`config.mk`:
```
export PLATFORM = sky130hd
export DESIGN_NAME = vend_machine_multi
export DESIGN_NICKNAME = d
export VERILOG_FILES = /design/src/rtl/vend_pkg.sv /design/src/rtl/vend_machine_multi_edge_det.sv /design/src/rtl/vend_machine_multi.sv
export SDC_FILE = /design/constraint.sdc
export NUM_CORES = 1
export LEC_CHECK = 0
export CAP_MARGIN = 10
export CORE_ASPECT_RATIO = 0.8
export CORE_UTILIZATION = 40
export CTS_BUF_LIST = sky130_fd_sc_hd__clkbuf_4
export CTS_CLUSTER_SIZE = 40
export DETAILED_ROUTE_END_ITERATION = 16
export PLACE_DENSITY = 0.64
export SYNTH_ARGS = -nofsm -noshare
export SYNTH_HDL_FRONTEND = slang
export SYNTH_HIERARCHICAL = 1
export SYNTH_SLANG_ARGS = --single-unit
```
`constraint.sdc`:
```
create_clock -name clk -period 9.5 [get_ports clk]
set_input_delay 0.95 -clock clk [delete_from_list [all_inputs] [get_ports clk]]
set_output_delay 0.95 -clock clk [all_outputs]
set_load 0.005 [all_outputs]
```
`src/rtl/vend_pkg.sv`:
```
// Shared definitions for the multi-product vending controller.
//   state_e      : controller states
//   COIN5_VAL    : credit units added by a 5-coin
//   COIN10_VAL   : credit units added by a 10-coin
//   price_slice(): extracts one item's price from a packed price table
package vend_pkg;

    typedef enum logic [1:0] {
        ST_IDLE   = 2'd0,
        ST_CREDIT = 2'd1,
        ST_VEND   = 2'd2,
        ST_CHANGE = 2'd3
    } state_e;

    localparam logic [1:0] COIN5_VAL  = 2'd1;
    localparam logic [1:0] COIN10_VAL = 2'd2;

    // Price tables are zero-extended to this width before slicing, so one
    // helper covers every legal N_ITEM / CREDIT_W combination.
    localparam int PRICE_TBL_W = 256;

    function automatic logic [15:0] price_slice(
        input logic [PRICE_TBL_W-1:0] tbl,
        input int                     idx,
        input int                     w
    );
        logic [PRICE_TBL_W-1:0] mask;
        mask = (PRICE_TBL_W'(1) << w) - PRICE_TBL_W'(1);
        return 16'((tbl >> (idx * w)) & mask);
    endfunction

endpackage

```
`src/rtl/vend_machine_multi_edge_det.sv`:
```
// Two-flop capture plus rising-edge detect for W asynchronous level inputs.
//   clk, rst_n : system clock, async active-low reset
//   din        : raw input levels
//   evt        : one-cycle event per rising edge (r1 & ~r2, armed bits only)
// A bit is armed only after it has been sampled low, so an input that is
// already high when reset releases never produces a spurious event.
module edge_det #(
    parameter int W = 1
) (
    input  logic         clk,
    input  logic         rst_n,
    input  logic [W-1:0] din,
    output logic [W-1:0] evt
);

    logic [W-1:0] r1_q, r1_d;
    logic [W-1:0] r2_q, r2_d;
    logic [W-1:0] arm_q, arm_d;

    always_comb begin
        r1_d  = din;
        r2_d  = r1_q;
        arm_d = arm_q | ~din;
    end

    always_ff @(posedge clk or negedge rst_n) begin
        if (!rst_n) begin
            r1_q  <= '0;
            r2_q  <= '0;
            arm_q <= '0;
        end else begin
            r1_q  <= r1_d;
            r2_q  <= r2_d;
            arm_q <= arm_d;
        end
    end

    assign evt = r1_q & ~r2_q & arm_q;

endmodule

```
`src/rtl/vend_machine_multi.sv`:
```
// Multi-product vending controller: accepts 5/10 coins, vends one of N_ITEM
// products against a price table, and pays back change one unit per cycle.
//   clk, rst_n   : system clock, async active-low reset
//   coin_5/10    : coin sensor levels (rising edge = one coin)
//   sel          : product buttons (rising edge = one request, lowest wins)
//   cancel       : refund button
//   vend_req/id  : dispense handshake, held until vend_ack
//   vend_ack     : dispenser has taken the product
//   chg_pulse    : one pulse per unit of change/refund
//   coin_reject  : coin(s) not credited this cycle
//   deny         : selection refused, insufficient credit
//   credit       : current credit in units
//   busy         : VEND or CHANGE in progress
//
// state     | meaning
// ----------+------------------------------------------------------
// ST_IDLE   | no credit, waiting for coin (or zero-price selection)
// ST_CREDIT | holding credit, accepting coins / selection / cancel
// ST_VEND   | vend_req asserted, waiting for vend_ack
// ST_CHANGE | returning remaining credit, one unit per cycle
module vend_machine_multi
    import vend_pkg::*;
#(
    parameter int N_ITEM     = 4,
    parameter int CREDIT_W   = 6,
    parameter int MAX_CREDIT = 40,
    parameter logic [N_ITEM*CREDIT_W-1:0] PRICES = {6'd4, 6'd3, 6'd2, 6'd1},
    localparam int ID_W = (N_ITEM > 1) ? $clog2(N_ITEM) : 1
) (
    input  logic                clk,
    input  logic                rst_n,
    input  logic                coin_5,
    input  logic                coin_10,
    input  logic [N_ITEM-1:0]   sel,
    input  logic                cancel,
    output logic                vend_req,
    output logic [ID_W-1:0]     vend_id,
    input  logic                vend_ack,
    output logic                chg_pulse,
    output logic                coin_reject,
    output logic                deny,
    output logic [CREDIT_W-1:0] credit,
    output logic                busy
);

    localparam int SUM_W = CREDIT_W + 2;

    logic [N_ITEM+2:0] evt;
    logic              coin5_evt, coin10_evt, cancel_evt;
    logic [N_ITEM-1:0] sel_evt;

    edge_det #(.W(N_ITEM + 3)) u_edge_det (
        .clk   (clk),
        .rst_n (rst_n),
        .din   ({cancel, sel, coin_10, coin_5}),
        .evt   (evt)
    );

    assign coin5_evt  = evt[0];
    assign coin10_evt = evt[1];
    assign sel_evt    = evt[N_ITEM+1:2];
    assign cancel_evt = evt[N_ITEM+2];

    state_e                state_q, state_d;
    logic [CREDIT_W-1:0]   credit_q, credit_d;
    logic                  vend_req_q, vend_req_d;
    logic [ID_W-1:0]       vend_id_q, vend_id_d;
    logic                  chg_pulse_q, chg_pulse_d;
    logic                  coin_reject_q, coin_reject_d;
    logic                  deny_q, deny_d;

    logic [PRICE_TBL_W-1:0] prices_ext;
    logic                   sel_hit;
    logic [ID_W-1:0]        sel_idx;
    logic [CREDIT_W-1:0]    price_sel;
    logic [1:0]             coin_val;
    logic                   coin_any, coin_ok;
    logic [SUM_W-1:0]       credit_sum;
    logic [CREDIT_W-1:0]    credit_after;

    assign prices_ext = PRICE_TBL_W'(PRICES);

    // Lowest-index selection wins: scan downward so the last hit is the lowest.
    always_comb begin
        sel_hit = 1'b0;
        sel_idx = '0;
        for (int i = N_ITEM - 1; i >= 0; i--) begin
            if (sel_evt[i]) begin
                sel_hit = 1'b1;
                sel_idx = ID_W'(i);
            end
        end
    end

    assign price_sel = CREDIT_W'(price_slice(prices_ext, int'(sel_idx), CREDIT_W));

    // Coins are summed in a wider field so the ceiling check cannot wrap;
    // a rejected cycle rejects every coin seen in it.
    always_comb begin
        coin_val     = (coin5_evt  ? COIN5_VAL  : 2'd0)
                     + (coin10_evt ? COIN10_VAL : 2'd0);
        coin_any     = coin5_evt | coin10_evt;
        credit_sum   = {2'b00, credit_q} + SUM_W'(coin_val);
        coin_ok      = coin_any && (credit_sum <= SUM_W'(MAX_CREDIT));
        credit_after = coin_ok ? credit_sum[CREDIT_W-1:0] : credit_q;
    end

    always_comb begin
        state_d       = state_q;
        credit_d      = credit_q;
        vend_req_d    = vend_req_q;
        vend_id_d     = vend_id_q;
        chg_pulse_d   = 1'b0;
        coin_reject_d = 1'b0;
        deny_d        = 1'b0;

        case (state_q)
            ST_IDLE, ST_CREDIT: begin
                // Same-cycle coins are credited before cancel/select act.
                credit_d = credit_after;
                if (coin_any && !coin_ok) begin
                    coin_reject_d = 1'b1;
                end
                if (coin_ok) begin
                    state_d = ST_CREDIT;
                end
                if (cancel_evt) begin
                    if (credit_after != '0) begin
                        state_d = ST_CHANGE;
                    end
                end else if (sel_hit) begin
                    if (credit_after >= price_sel) begin
                        credit_d   = credit_after - price_sel;
                        vend_id_d  = sel_idx;
                        vend_req_d = 1'b1;
                        state_d    = ST_VEND;
                    end else begin
                        deny_d = 1'b1;
                    end
                end
            end

            ST_VEND: begin
                coin_reject_d = coin_any;
                if (vend_ack) begin
                    vend_req_d = 1'b0;
                    state_d    = (credit_q != '0) ? ST_CHANGE : ST_IDLE;
                end
            end

            ST_CHANGE: begin
                coin_reject_d = coin_any;
                if (credit_q != '0) begin
                    chg_pulse_d = 1'b1;
                    credit_d    = credit_q - CREDIT_W'(1);
                    if (credit_q == CREDIT_W'(1)) begin
                        state_d = ST_IDLE;
                    end
                end else begin
                    state_d = ST_IDLE;
                end
            end

            default: begin
                state_d = ST_IDLE;
            end
        endcase
    end

    always_ff @(posedge clk or negedge rst_n) begin
        if (!rst_n) begin
            state_q       <= ST_IDLE;
            credit_q      <= '0;
            vend_req_q    <= 1'b0;
            vend_id_q     <= '0;
            chg_pulse_q   <= 1'b0;
            coin_reject_q <= 1'b0;
            deny_q        <= 1'b0;
        end else begin
            state_q       <= state_d;
            credit_q      <= credit_d;
            vend_req_q    <= vend_req_d;
            vend_id_q     <= vend_id_d;
            chg_pulse_q   <= chg_pulse_d;
            coin_reject_q <= coin_reject_d;
            deny_q        <= deny_d;
        end
    end

    assign vend_req    = vend_req_q;
    assign vend_id     = vend_id_q;
    assign chg_pulse   = chg_pulse_q;
    assign coin_reject = coin_reject_q;
    assign deny        = deny_q;
    assign credit      = credit_q;
    assign busy        = (state_q == ST_VEND) || (state_q == ST_CHANGE);

endmodule

```
=== Word level (Yosys, flattened, before mapping) ===
Index checks and enable logic that the tools add are counted.

* Register bits: 35
* Input bits: 10
* Output and inout bits: 13
* Word-level logic and storage cells: 89

* Add/subtract/negate cells: 4
* $mul: 1
* Magnitude comparators: 2
* Equality and inequality tests: 10
* Shift-type cells: 1
* Multiplexer cells: 39
* Bitwise gates (word level): 7
* Reductions and logical operators: 15

{| class="wikitable"
|+ Operators by type and width
! cell !! number
|-
| $mux 6 || 5
|-
| $mux 2 || 14
|-
| $shr 21x5->6 const A || 1
|-
| $mux 1 || 16
|-
| $and 7x7->7 || 2
|-
| $not 7->7 || 2
|-
| $pmux 6 s2 || 1
|-
| $reduce_bool 6->1 || 2
|-
| $ne 2x2->1 const B || 5
|-
| $add 6x2->7 || 1
|-
| $le 7x6->1 const B || 1
|-
| $or 7x7->7 || 1
|-
| $eq 6x1->1 const B || 1
|-
| $ge 6x6->1 || 1
|-
| $pmux 2 s3 || 1
|-
| $sub 6x1->6 const B || 1
|-
| $sub 6x6->6 || 1
|-
| $reduce_and 5->1 || 1
|-
| $eq 2x2->1 const B || 2
|-
| $mul 2x2->4 const B || 1
|-
| $pmux 1 s2 || 2
|-
| $reduce_and 2->1 || 2
|-
| $reduce_and 4->1 || 1
|-
| $reduce_bool 2->1 || 2
|-
| 10 further kinds || 12
|}

=== Logic depth before layout (Yosys ltp) ===
Gate-level depths: netlist (run 1).

* Word-level depth: 14
* Gate-level depth with buffers: 20
* Mapped depth without buffers: 19

=== Modules after synthesis ===
The synthesis (run 1) kept the hierarchy.

{| class="wikitable"
|+ Modules (own cells, without submodules)
! module !! instances !! cells an instance !! area an instance (sq um) !! seq. area each (sq um)
|-
| vend_machine_multi || 1 || 170 || 1408.9 || 350.3
|-
| edge_det || 1 || 35 || 630.6 || 525.5
|}

=== Worst setup path before layout (run 1) ===
OpenSTA, ideal clock, no wires.

* Path kind: reg2reg
* Start point: reg u_edge_det.r2_q[0]
* End point: reg vend_id_q[0] (netlist: vend_id[0])
* Library setup time: 0.128 ns
* Data arrival time: 3.983 ns
* Data required time: 9.372 ns
* Slack: 5.389 ns
* Stages on the path, launching flop included: 19
* Path buffers: 1
* Period minus slack after synthesis: 4.111 ns
* Cell sequence: dfrtp_1 and3b_1 ha_1 inv_1 fa_1 nand3b_1 xor2_1 o211a_2 or2_1 buf_6 o21ai_0 inv_1 ha_1 nand3_1 and3_1 o41ai_2 o31a_4 nand2_1 mux2_1

* Word-level cells in the longest chain between the ends: 11
* Elaborated cells on any way between the ends: 12
* Those cells by class: add/sub (2); order compare (2); mux (2); bitwise (4); reduce/logical (2)

{| class="wikitable"
|+ Ends and longest elaborated chain
! what !! RTL line !! text
|-
| start, declared || vend_machine_multi_edge_det.sv:17 || <nowiki>logic [W-1:0] r2_q, r2_d;</nowiki>
|-
| start signal, assigned || vend_machine_multi_edge_det.sv:33 || <nowiki>r2_q <= r2_d;</nowiki>
|-
| $not 7->7 (*) || vend_machine_multi_edge_det.sv:38 || <nowiki>assign evt = r1_q & ~r2_q & arm_q;</nowiki>
|-
| $and 7x7->7 (*) (2 in series) || vend_machine_multi_edge_det.sv:38 ||
|-
| via evt[0] || vend_machine_multi.sv:48 || <nowiki>logic [N_ITEM+2:0] evt;</nowiki>
|-
| $mux 1 || vend_machine_multi.sv:100 || <nowiki>coin_val = (coin5_evt ? COIN5_VAL : 2'd0)</nowiki>
|-
| $add 1x2->2 || vend_machine_multi.sv:101 || <nowiki>+ (coin10_evt ? COIN10_VAL : 2'd0);</nowiki>
|-
| $add 6x2->7 || vend_machine_multi.sv:103 || <nowiki>credit_sum = {2'b00, credit_q} + SUM_W'(coin_val);</nowiki>
|-
| $le 7x6->1 || vend_machine_multi.sv:104 || <nowiki>coin_ok = coin_any && (credit_sum <= SUM_W'(MAX_CREDIT));</nowiki>
|-
| $logic_and 1x1->1 || vend_machine_multi.sv:104 ||
|-
| $mux 6 (*) || vend_machine_multi.sv:105 || <nowiki>credit_after = coin_ok ? credit_sum[CREDIT_W-1:0] : credit_q;</nowiki>
|-
| $ge 6x6->1 (*) || vend_machine_multi.sv:132 || <nowiki>if (credit_after >= price_sel) begin</nowiki>
|-
| $reduce_and 4->1 (no source line) (*) || -- ||
|-
| end signal, assigned || vend_machine_multi.sv:183 || <nowiki>vend_id_q <= vend_id_d;</nowiki>
|-
| end, declared || vend_machine_multi.sv:67 || <nowiki>logic [ID_W-1:0] vend_id_q, vend_id_d;</nowiki>
|}

Mark *: on every way through the listed nets, which the timed path passes. The rest lies on a longest branch.
A chain may end at the register's enable or synchronous reset.

=== Worst setup path after layout (run 1) ===
* Start point: reg u_edge_det.r2_q[0]
* End point: reg vend_id_q[1] (netlist: vend_id[1])

The elaborated chain is that of the path after synthesis.

==> results of run 1 <==
per-stage QoR:
stage               setup slack (ns)  hold slack (ns)  area (µm²)
floorplan                      5.389           0.3466        2039
global placement               4.916           0.3505        2281
detailed placement             4.862           0.3573        2281
CTS                            4.844           0.3826        2386
global route                   4.483           0.3935        2386
finish                         4.879           0.3786        2386
layout by cell type, fill, tap and decap left out, types with 4 or more instances in the layout:
cell type	netlist	routed
nand2_1	21	21
a21oi_1	9	9
inv_1	14	14
xnor2_1	5	5
clkbuf_4	0	5
nor2_1	21	21
nor3_1	4	4
nand3_1	4	4
nor2b_1	4	4
o21ai_0	5	5
xor2_1	7	7
and3b_1	7	7
ha_1	9	9
nand2b_1	7	7
dfrtp_1	35	35
clkdlybuf4s50_1	0	21
cell usage after synthesis (3+ instances only):
master,number
a21oi_1,9
and3_1,3
buf_2,3
dfrtp_1,35
xor2_1,7
nand2b_1,7
xnor2_1,5
o21ai_0,5
nand3_1,4
inv_1,14
and3b_1,7
a211oi_1,3
nor3_1,4
nor2b_1,4
nor2_1,21
ha_1,9
nand3b_1,3
clkbuf_1,3
nand2_1,21
registers in the layout, indices dropped and copies added, names as in the netlist, 2 cells and up:
name and flops:
u_edge_det/arm_q 7, u_edge_det/r1_q 7, u_edge_det/r2_q 7, credit 6
state_q 2, vend_id 2
final timing paths:
kind,end,from,depth (start not counted)
hold / removal,u_edge_det/r2_q[5],u_edge_det/r1_q[5],0
max in group asynchronous,u_edge_det/r2_q[1],rst_n,1
setup / recovery,vend_id[1],u_edge_det/r2_q[0],17
hold reg to reg,u_edge_det/r2_q[5],u_edge_det/r1_q[5],0
min in group asynchronous,vend_req,rst_n,1
setup reg to reg,vend_id[1],u_edge_det/r2_q[0],17
power groups by stage:
stage,logic [µW],clock network (µW),registers [µW]
after floorplan,297,0,202
after global placement,370,0,239
after detailed placement,368,0,239
after CTS,371,137,236
after global routing,418,143,243
final,370,133,236
layout make-up:
class | instances | area share (%)
clock inverter | 3 | 2.832
clock buffer | 5 | 1.573
sequential | 35 | 36.71
multi-input combinational | 148 | 44.52
timing repair buffer | 22 | 9.019
tap | 60 | 3.146
inverter | 14 | 2.202
logic make-up (layout without fill, tap and decap cells):
family | Yosys count | in the layout
mux | 5 | 5
fa+ha+maj | 11 | 11
compound gates | 37 | 37
simple gates | 82 | 82
flops | 35 | 35
buf+inv | 22 | 44
xor+xnor | 13 | 13
metal layers:
layer	vias to the layer above	part of all wire [%]	GRT usage, %
met5	-	0	0
li1	749	-	-
met4	0	0.98	5.263
met2	33	38	22.73
met1	691	56	27.81
met3	5	4.9	4.414
worst register-to-register path, delay by kind of cell, from the launching register on:
family          cells  cell delay, ns
compound gates      3            0.90
xor+xnor            2            0.46
fa+ha+maj           3            1.03
buf+inv             1            0.07
flops               1            0.37
mux                 1            0.33
simple gates        7            1.36
==> impl_metrics.toml, run 1 <==
[run_status]
status = "completed"

[final_layout]
antenna_cells = 0
fin_cells = 287
layout.nets = 247
syn_to_final_growth_pct = 16.99
final_core_util_pct = 50.40
multi_input_area_um2 = 1062
drive_above_1_share_pct = 9.251
seqCellArea_um2 = 875.8
fill_cells = 457

[synth]
yosys.area.top_type = "dfrtp_1"
synth_compound_area_share_pct = 14.60
syn-num-nets = 226
synth_top_cell_area_share_pct = 42.94
syn_inst = 205
synth-edff-count = 0
synth_top_cells_by_area = "dfrtp_1 43%, ha_1 5.5%, nand2_1 3.9%, nor2_1 3.9%, and3b_1 3.0%"
yosysWarnings = 6
async_flop_share_pct = 100.0
ys_seq_area_share_pct = 42.94
synthFlopType = "dfrtp_1"
synth_fa_ha_area_share_pct = 7.485
synthMuxAreaShare_pct = 3.067
synth_xor_area_share_pct = 5.951
synth_cell_types = 48
yosys.area_share.simple_pct = 20.98
synth_top_family_by_area = "simple AND/OR/NAND/NOR gates"
ys_seq_elements = 35
avgSynthCellArea_um2 = 9.949
synth.cell_area_um2 = 2039

[cts]
tritoncts = "done"
clkLatencyLatePin_ns = 0.34
h-tree-depth = 2
post_cts_resized = 0
root_buffer = "clkbuf_4"
numCtsBuffers = 5
clkTransAtPathRegs_ns = 0.11
hold_buffers = 0
clock-sinks = 35
clk_path_buf_depth = 2
post_cts_buffers = 0

[sta]
max_freq_mhz = 216.4
rsz0062_at_grt = "no"
finalMaxSlewViolations = 0
period_share_pct = 48.64
totalNegativeSetupSlack_ns = 0
slew_headroom_pct = 50.12
period_needed_ns = 4.621
setup_viol = 0
worst_pin_slew_ns = 0.7482
hold_viol = 0
finClkSkew_ns = 0.007085

[pwr]
swShare_pct = 40.36
internal-power_uw = 440.7
p_leak_uw = 0.001044
seq_power_share_pct = 31.9
p_per_area_nw_per_um2 = 309.7
power.share.combinational_pct = 50.1
p_total_uw = 739.0
irDropWorstVdd_mv = 0.1301
switchingPower_uw = 298.3
p_clk_share_pct = 18.0

[critical_path]
path_cells = "and3b_1 -> ha_1 -> inv_1 -> fa_1 -> nand3b_1 -> xor2_1 -> o211a_2 -> or2_1 -> nor2b_1 -> xor2_1 -> ha_1 -> nand3_1 -> and3_1 -> o41ai_2 -> o31a_4 -> nand2_1 -> mux2_1"
reg2reg_slack_ns = 4.88
cp_num_buf_inv = 1
worstPathArrival_ns = 4.85
critPathTopFamily = "simple AND/OR/NAND/NOR gates"
crit_path_max_fanout = 9
max_stage_delay_ns = 0.45
startpoint_type = "register"
criticalPathCategory = "reg2reg"
worstSetupEndpointType = "register"
crit_required_ns = 9.73
crit_path_top_delay_cell = "fa_1"

[global_routing]
grt_pass1_wl_um = 7017
grt_pass1_vias = 1425
antenna_found_initial = 0
grt_max_degree = 36
grt_usage_pct = 17.57
grt_overflow_total = 0

[flow_run]
maxCapViolCount = 0

[routing]
vias = 1478
first_iter_violations = 82
wl_per_cell_um = 13.90
drt_wl_total_um = 3988
viasPerCell = 5.150
drtPass1Iterations = 4
ant_nets = 0
drc = 0

[floorplanning]
top_level_ports = 23
initial_utilization_pct = 43.08
dieHeight_um = 65.87
num_rows = 22
dieWidth_um = 81.83
fp.coreArea_um2 = 4735
dieArea_um2 = 5390

[placement]
hpwl_um = 3040
placedCellCount = 279
place.gp.congestion = 0.8402
io_buffer_count = 22

[hold_path]
worstHoldPathType = "reg2reg"
No activity file was read; power rests on OpenSTA's default activity.
==> inputs of run 2 (changes only) <==
PLACE_DENSITY = 0.66   (was 0.64)
clock period = 3.79 ns   (was 9.5 ns; I/O delays follow)
==> run 2 against run 1 <==
  * The flow now finishes with violations (negative setup slack)
  * Critical path depth unchanged
  * Clock-buffer cell count unchanged
  * Final area increased by 14%
  * Largest cell class unchanged
  * Register-to-register slack got worse by 5.0 ns
  * Critical endpoint unchanged
  * Combinational power increased to 3.8 times the previous value
  * Via count increased by 12%
  * Non-clock buffer count increased by 35
  * Die area unchanged
  * Clock skew increased by 0.0075 ns
  * Worst setup slack got worse by 5.0 ns
  * Core utilization increased by 7.2 points
  * Flip-flop and latch count unchanged
==> impl_metrics.toml, run 2 (synthesized netlist as in run 1, its figures left out) <==
[final_layout]
mostFrequentLayoutCells = "35 x dfrtp_1, 34 x buf_4, 21 x clkdlybuf4s50_1, 20 x nand2_1, 19 x nor2_1"
syn_to_final_growth_pct = 33.68
layout.nets = 282
fill_cells = 410
drive_above_1_share_pct = 29.39
antenna_cells = 0
largestRegisters = "u_edge_det/arm_q (7), u_edge_det/r1_q (7), u_edge_det/r2_q (7)"
layout_commonest_cell = "dfrtp_1"
fin_cells = 322

[flow_run]
maxCapViolCount = 0

[pwr]
irDropWorstVdd_mv = 0.3502
p_total_uw = 2137
p_per_area_nw_per_um2 = 783.9
p_leak_uw = 0.001232

[critical_path]
criticalPathCategory = "reg2reg"
crit_required_ns = 4.01
worstSetupEndpointType = "register"
worstPathArrival_ns = 4.13
path_cells = "and3b_1 -> ha_2 -> inv_2 -> fa_2 -> nand3b_1 -> xor2_2 -> o211a_4 -> or2_4 -> nor2b_4 -> xor2_2 -> ha_1 -> nand3_2 -> and3_4 -> o41ai_4 -> o31a_4 -> nand2_4 -> mux2_4"
crit_path_max_fanout = 5
cp_common_cell = "xor2_2"
timing.rr.end = "vend_id[1]"
startpoint_type = "register"
reg2reg_from = "u_edge_det/r2_q[0]"
max_stage_delay_ns = 0.39
reg2reg_depth = 17
reg2reg_slack_ns = -0.12
crit_path_top_delay_cell = "o31a_4"

[floorplanning]
dieHeight_um = 65.87
top_level_ports = 23
fp.coreArea_um2 = 4735
dieWidth_um = 81.83
num_rows = 22
initial_utilization_pct = 43.08
dieArea_um2 = 5390

[routing]
wl_per_cell_um = 15.06
first_iter_violations = 72
drt_wl_total_um = 4850
drc = 0
viasPerCell = 5.146
ant_nets = 0
drtPass1Iterations = 4
vias = 1657

[placement]
place.gp.congestion = 0.8280
placedCellCount = 303
io_buffer_count = 22
hpwl_um = 3595

[sta]
worst_slack_ns = -0.1210
fin_hold_ws_ns = 0.08599
worst_pin_slew_ns = 0.7398
totalNegativeSetupSlack_ns = -0.4880
hold_viol = 0
period_share_pct = 103.2
finClkSkew_ns = 0.01456
setup_viol = 6
slew_headroom_pct = 50.68
rsz0062_at_grt = "yes"
max_freq_mhz = 255.7
finalMaxSlewViolations = 0
period_needed_ns = 3.911

[global_routing]
grt_pass1_wl_um = 8079
grt_usage_pct = 20.29
use_met2_pct = 30.68
grt_pass1_vias = 1665
antenna_found_initial = 0
grt_overflow_total = 0
grt_max_degree = 36
grtUsageMet1_pct = 28.65
top_usage_layer = "met2"
met3_usage_pct = 4.690

[run_status]
violations = "negative setup slack"
status = "finished with violations"

[cts]
clock-sinks = 35
h-tree-depth = 2
numCtsBuffers = 5
root_buffer = "clkbuf_4"
clkLatencyLatePin_ns = 0.34
hold_buffers = 0
clk_path_buf_depth = 2
tritoncts = "done"
clkTransAtPathRegs_ns = 0.12

[hold_path]
worstHoldPathType = "in2async"
[run 2: final cells by class]
class                      count  area (µm²)  share of cell area (%)
clock inverter                 3       20.02                  0.7343
timing repair buffer          57       481.7                   17.67
clock buffer                   5       37.54                   1.377
tap                           60       75.07                   2.754
sequential                    35       875.8                   32.12
inverter                      14       52.55                   1.927
multi-input combinational    148        1184                   43.41
[run 2: per-layer routing]
layer	share of wire, %	routed length (µm)	up-vias
met4	1.4	70	0
met1	49	2380	783
met2	44	2122	45
met3	5.7	276	9
li1	-	-	820
met5	0	0	-
[run 2: power by group]
part           leakage, µW  internal, µW  switching [µW]  total (µW)
registers         0.000398           445             101         547
clock network    0.0000288          71.1             129         200
logic             0.000805           729             661        1390
[run 2: repair_timing]
item	in CTS	in global routing
buffers inserted	7	4
pin swaps	3	1
endpoints found under the hold margin	0	0
setup endpoints to repair	11	12
gates resized for setup	10	7
[run 2: metrics by stage]
step	instance area (µm²)	worst slack (ns)	util (%)
6_report	2726	-0.1210	57.58
5_1_grt	2726	-0.2805	57.58
4_1_cts	2666	-0.08203	56.32
3_5_place_dp	2514	-0.2142	53.09
3_3_place_gp	2514	-0.1331	53.09
2_1_floorplan	2092	-0.1066	-
[run 2: how the worst max path moves through the flow]
| stage | startpoint | end | slack, ns | cells after the start |
|---|---|---|---|---|
| after floorplan | u_edge_det/r2_q[0] | vend_id[0] | -0.11 | 18 |
| after global placement | u_edge_det/r2_q[0] | vend_id[0] | -0.13 | 17 |
| after detailed placement | u_edge_det/r2_q[0] | vend_id[0] | -0.21 | 17 |
| after CTS | u_edge_det/r2_q[0] | credit[1] | -0.08 | 17 |
| after global routing | u_edge_det/r2_q[0] | vend_id[1] | -0.28 | 17 |
| final | u_edge_det/r2_q[0] | vend_id[1] | -0.12 | 17 |
[run 2: critical path, delay by kind of cell, from the launching register on]
family,cells,cell delay (ns)
compound gates,3,0.60
buf+inv,1,0.04
mux,1,0.30
flops,1,0.37
simple gates,7,1.25
fa+ha+maj,3,0.92
xor+xnor,2,0.33
==> inputs of run 3 (changes only) <==
CORE_MARGIN = 2   (was not set)
SYNTH_HIERARCHICAL = not set   (was 1)
==> run 3 against run 2 <==
  * The run still ends with negative setup slack left
  * Clock-buffer cell count is the same
  * Global-route usage shrank 1.1 points
  * Critical path depth is the same
  * Non-clock buffer count is the same
  * Maximum frequency shrank 2.2%
  * Clock power grew 44%
  * Critical endpoint unchanged
  * Largest power group unchanged
==> impl_metrics.toml, run 3 <==
[sta]
fin_hold_ws_ns = 0.07659
finClkSkew_ns = 0.002579
worst_pin_slew_ns = 0.7758
setup_viol = 10
slew_headroom_pct = 48.28
finalMaxSlewViolations = 0
hold_viol = 0
worst_slack_ns = -0.2106
period_needed_ns = 4.001
max_freq_mhz = 250.0
period_share_pct = 105.6
rsz0062_at_grt = "yes"

[routing]
first_iter_violations = 143
ant_nets = 0
drc = 0
vias = 1874
drtPass1Iterations = 4
drt_wl_total_um = 5375
viasPerCell = 5.401
wl_per_cell_um = 15.49

[pwr]
p_leak_uw = 0.001247
p_clk_share_pct = 12.5
internal-power_uw = 1347
power.share.combinational_pct = 63.4
p_total_uw = 2312
irDropWorstVdd_mv = 0.3197
p_per_area_nw_per_um2 = 804.6
seq_power_share_pct = 24.1
switchingPower_uw = 965.0
swShare_pct = 41.73

[cts]
clkTransAtPathRegs_ns = 0.12
hold_buffers = 0
clkLatencyLatePin_ns = 0.35
numCtsBuffers = 5
h-tree-depth = 2
root_buffer = "clkbuf_4"
clock-sinks = 35
clk_path_buf_depth = 2
tritoncts = "done"

[global_routing]
grt_overflow_total = 0
grt_usage_pct = 19.21
antenna_found_initial = 0
grt_pass1_vias = 1812
grt_max_degree = 36
grt_pass1_wl_um = 9011

[final_layout]
layout.nets = 302
largestRegisters = "u_edge_det.arm_q (7), u_edge_det.r1_q (7), u_edge_det.r2_q (7)"
multi_input_area_um2 = 1295
final_core_util_pct = 53.47
layout_commonest_cell = "dfrtp_1"
syn_to_final_growth_pct = 30.14
seqCellArea_um2 = 875.8
fin_cells = 347
drive_above_1_share_pct = 27.66
fill_cells = 489
antenna_cells = 0
mostFrequentLayoutCells = "35 x dfrtp_1, 34 x buf_4, 22 x nand2_1, 21 x clkdlybuf4s50_1, 15 x nor2_1"

[critical_path]
path_cells = "nand3b_1 -> inv_1 -> ha_2 -> inv_2 -> fa_2 -> xor2_1 -> a31o_2 -> o21a_4 -> o21ai_4 -> mux2i_2 -> ha_2 -> fa_2 -> nand2_2 -> a2111oi_4 -> a31oi_4 -> and2_4 -> mux2_4"
crit_path_top_delay_cell = "dfrtp_1"
criticalPathCategory = "reg2reg"
worstSetupEndpointType = "register"
max_stage_delay_ns = 0.38
worstPathArrival_ns = 4.25
crit_path_max_fanout = 6
crit_required_ns = 4.04
startpoint_type = "register"

[synth]
async_flop_share_pct = 100.0
syn-num-nets = 247
synth_top_cells_by_area = "dfrtp_1 40%, ha_1 5.1%, nand2_1 3.9%, mux2_4 3.4%, o21ai_0 3.2%"
synth_cell_types = 59
syn_inst = 226
synth_top_cell_area_share_pct = 39.66
synthFlopType = "dfrtp_1"
synth-edff-count = 0
ys_seq_area_share_pct = 39.66
synth_common_cells = "35 x dfrtp_1, 23 x nand2_1, 15 x nor2_1, 14 x inv_1, 14 x o21ai_0"
ys_seq_elements = 35
avgSynthCellArea_um2 = 9.772
yosysWarnings = 0
yosys.area.top_type = "dfrtp_1"
synth.most_common_cell = "dfrtp_1"
synth.cell_area_um2 = 2208

[floorplanning]
num_rows = 24
top_level_ports = 23
dieArea_um2 = 6135
fp.coreArea_um2 = 5375
dieWidth_um = 87.08
initial_utilization_pct = 41.08
dieHeight_um = 70.46

[run_status]
status = "finished with violations"
violations = "negative setup slack"

[placement]
placedCellCount = 326
io_buffer_count = 22
place.gp.congestion = 0.8847
hpwl_um = 3913

[hold_path]
worstHoldPathType = "in2async"

[flow_run]
maxCapViolCount = 0
run 3: changes by cell type in the layout (fill, tap and decap cells not counted), sizes merged, moves of 3 or more:
cell    delta
o21ai     +10
and3b      -6
mux2i      +6
nor2       -6
o211ai     +4
xor2       -4
and2       +3
nand3b     +3
run 3: worst max-delay path, delay by kind of cell (launching register included):
| family | cells | cell delay [ns] |
|---|---|---|
| XOR/XNOR | 1 | 0.16 |
| multiplexers | 2 | 0.59 |
| AO/OA/AOI/OAI | 5 | 1.15 |
| adder cells (fa/ha/maj) | 4 | 1.05 |
| flip-flops | 1 | 0.38 |
| buffers and inverters | 2 | 0.11 |
| AND/OR/NAND/NOR | 3 | 0.46 |
run 3: worst paths after layout:
check                                   startpoint                  to  slack [ns]  cells past startpoint
worst max-delay path            u_edge_det.r2_q[0]          vend_id[1]       -0.21                     17
min in group clk                u_edge_det.r1_q[1]  u_edge_det.r2_q[1]        0.39                      0
worst max register to register  u_edge_det.r2_q[0]          vend_id[1]       -0.21                     17
max in group asynchronous                    rst_n           credit[5]        3.21                      1
worst min register to register  u_edge_det.r1_q[1]  u_edge_det.r2_q[1]        0.39                      0
worst min-delay path                         rst_n  u_edge_det.r1_q[0]        0.08                      1
run 3: timing repair:
action | CTS | global route
gates cloned | 0 | 0
setup endpoints to repair | 11 | 12
pin swaps | 12 | 4
hold endpoints to repair | 0 | 0
gates resized for setup | 3 | 4
buffers inserted | 7 | 6
run 3: power groups by stage:
stage	combinational [µW]	sequential, µW	clock (µW)
6_report	1470	558	289
5_1_grt	1610	570	320
4_1_cts	1360	553	297
3_5_place_dp	1300	559	0
3_3_place_gp	1300	560	0
2_1_floorplan	899	516	0
run 3: final cells by class:
cell class,instances,area share (%)
multi-input combinational,167,45.06
tap,65,2.830
inverter,15,1.959
clock buffer,5,1.306
sequential,35,30.47
timing repair buffer,57,16.76
clock inverter,3,1.611
run 3: per-layer routing:
| layer | track usage, % | wire length (µm) | vias to the layer above |
|---|---|---|---|
| li1 | - | - | 917 |
| met1 | 29.63 | 2586 | 877 |
| met2 | 26.63 | 2316 | 69 |
| met3 | 4.019 | 362 | 11 |
| met4 | 5.903 | 110 | 0 |
| met5 | 0 | 0 | - |
run 3: stage by stage:
stage	instance area [µm²]	worst slack, ns	setup TNS, ns
2_1_floorplan	2245	-0.1779	-0.6104
6_report	2874	-0.2106	-1.342
3_5_place_dp	2658	-0.2252	-1.245
5_1_grt	2874	-0.4207	-3.950
4_1_cts	2808	-0.1606	-0.8764
3_3_place_gp	2658	-0.09305	-0.2879
run 3: cells by family after synthesis:
logic type	Yosys count	share of synthesized area, %
and+or+nand+nor	82	19.77
AOI/OAI and AO/OA	54	18.30
DFF	35	39.66
buffers and inverters	24	4.759
muxes	13	7.818
adders and majority gates	11	6.912
xor gates and xnor gates	7	2.776
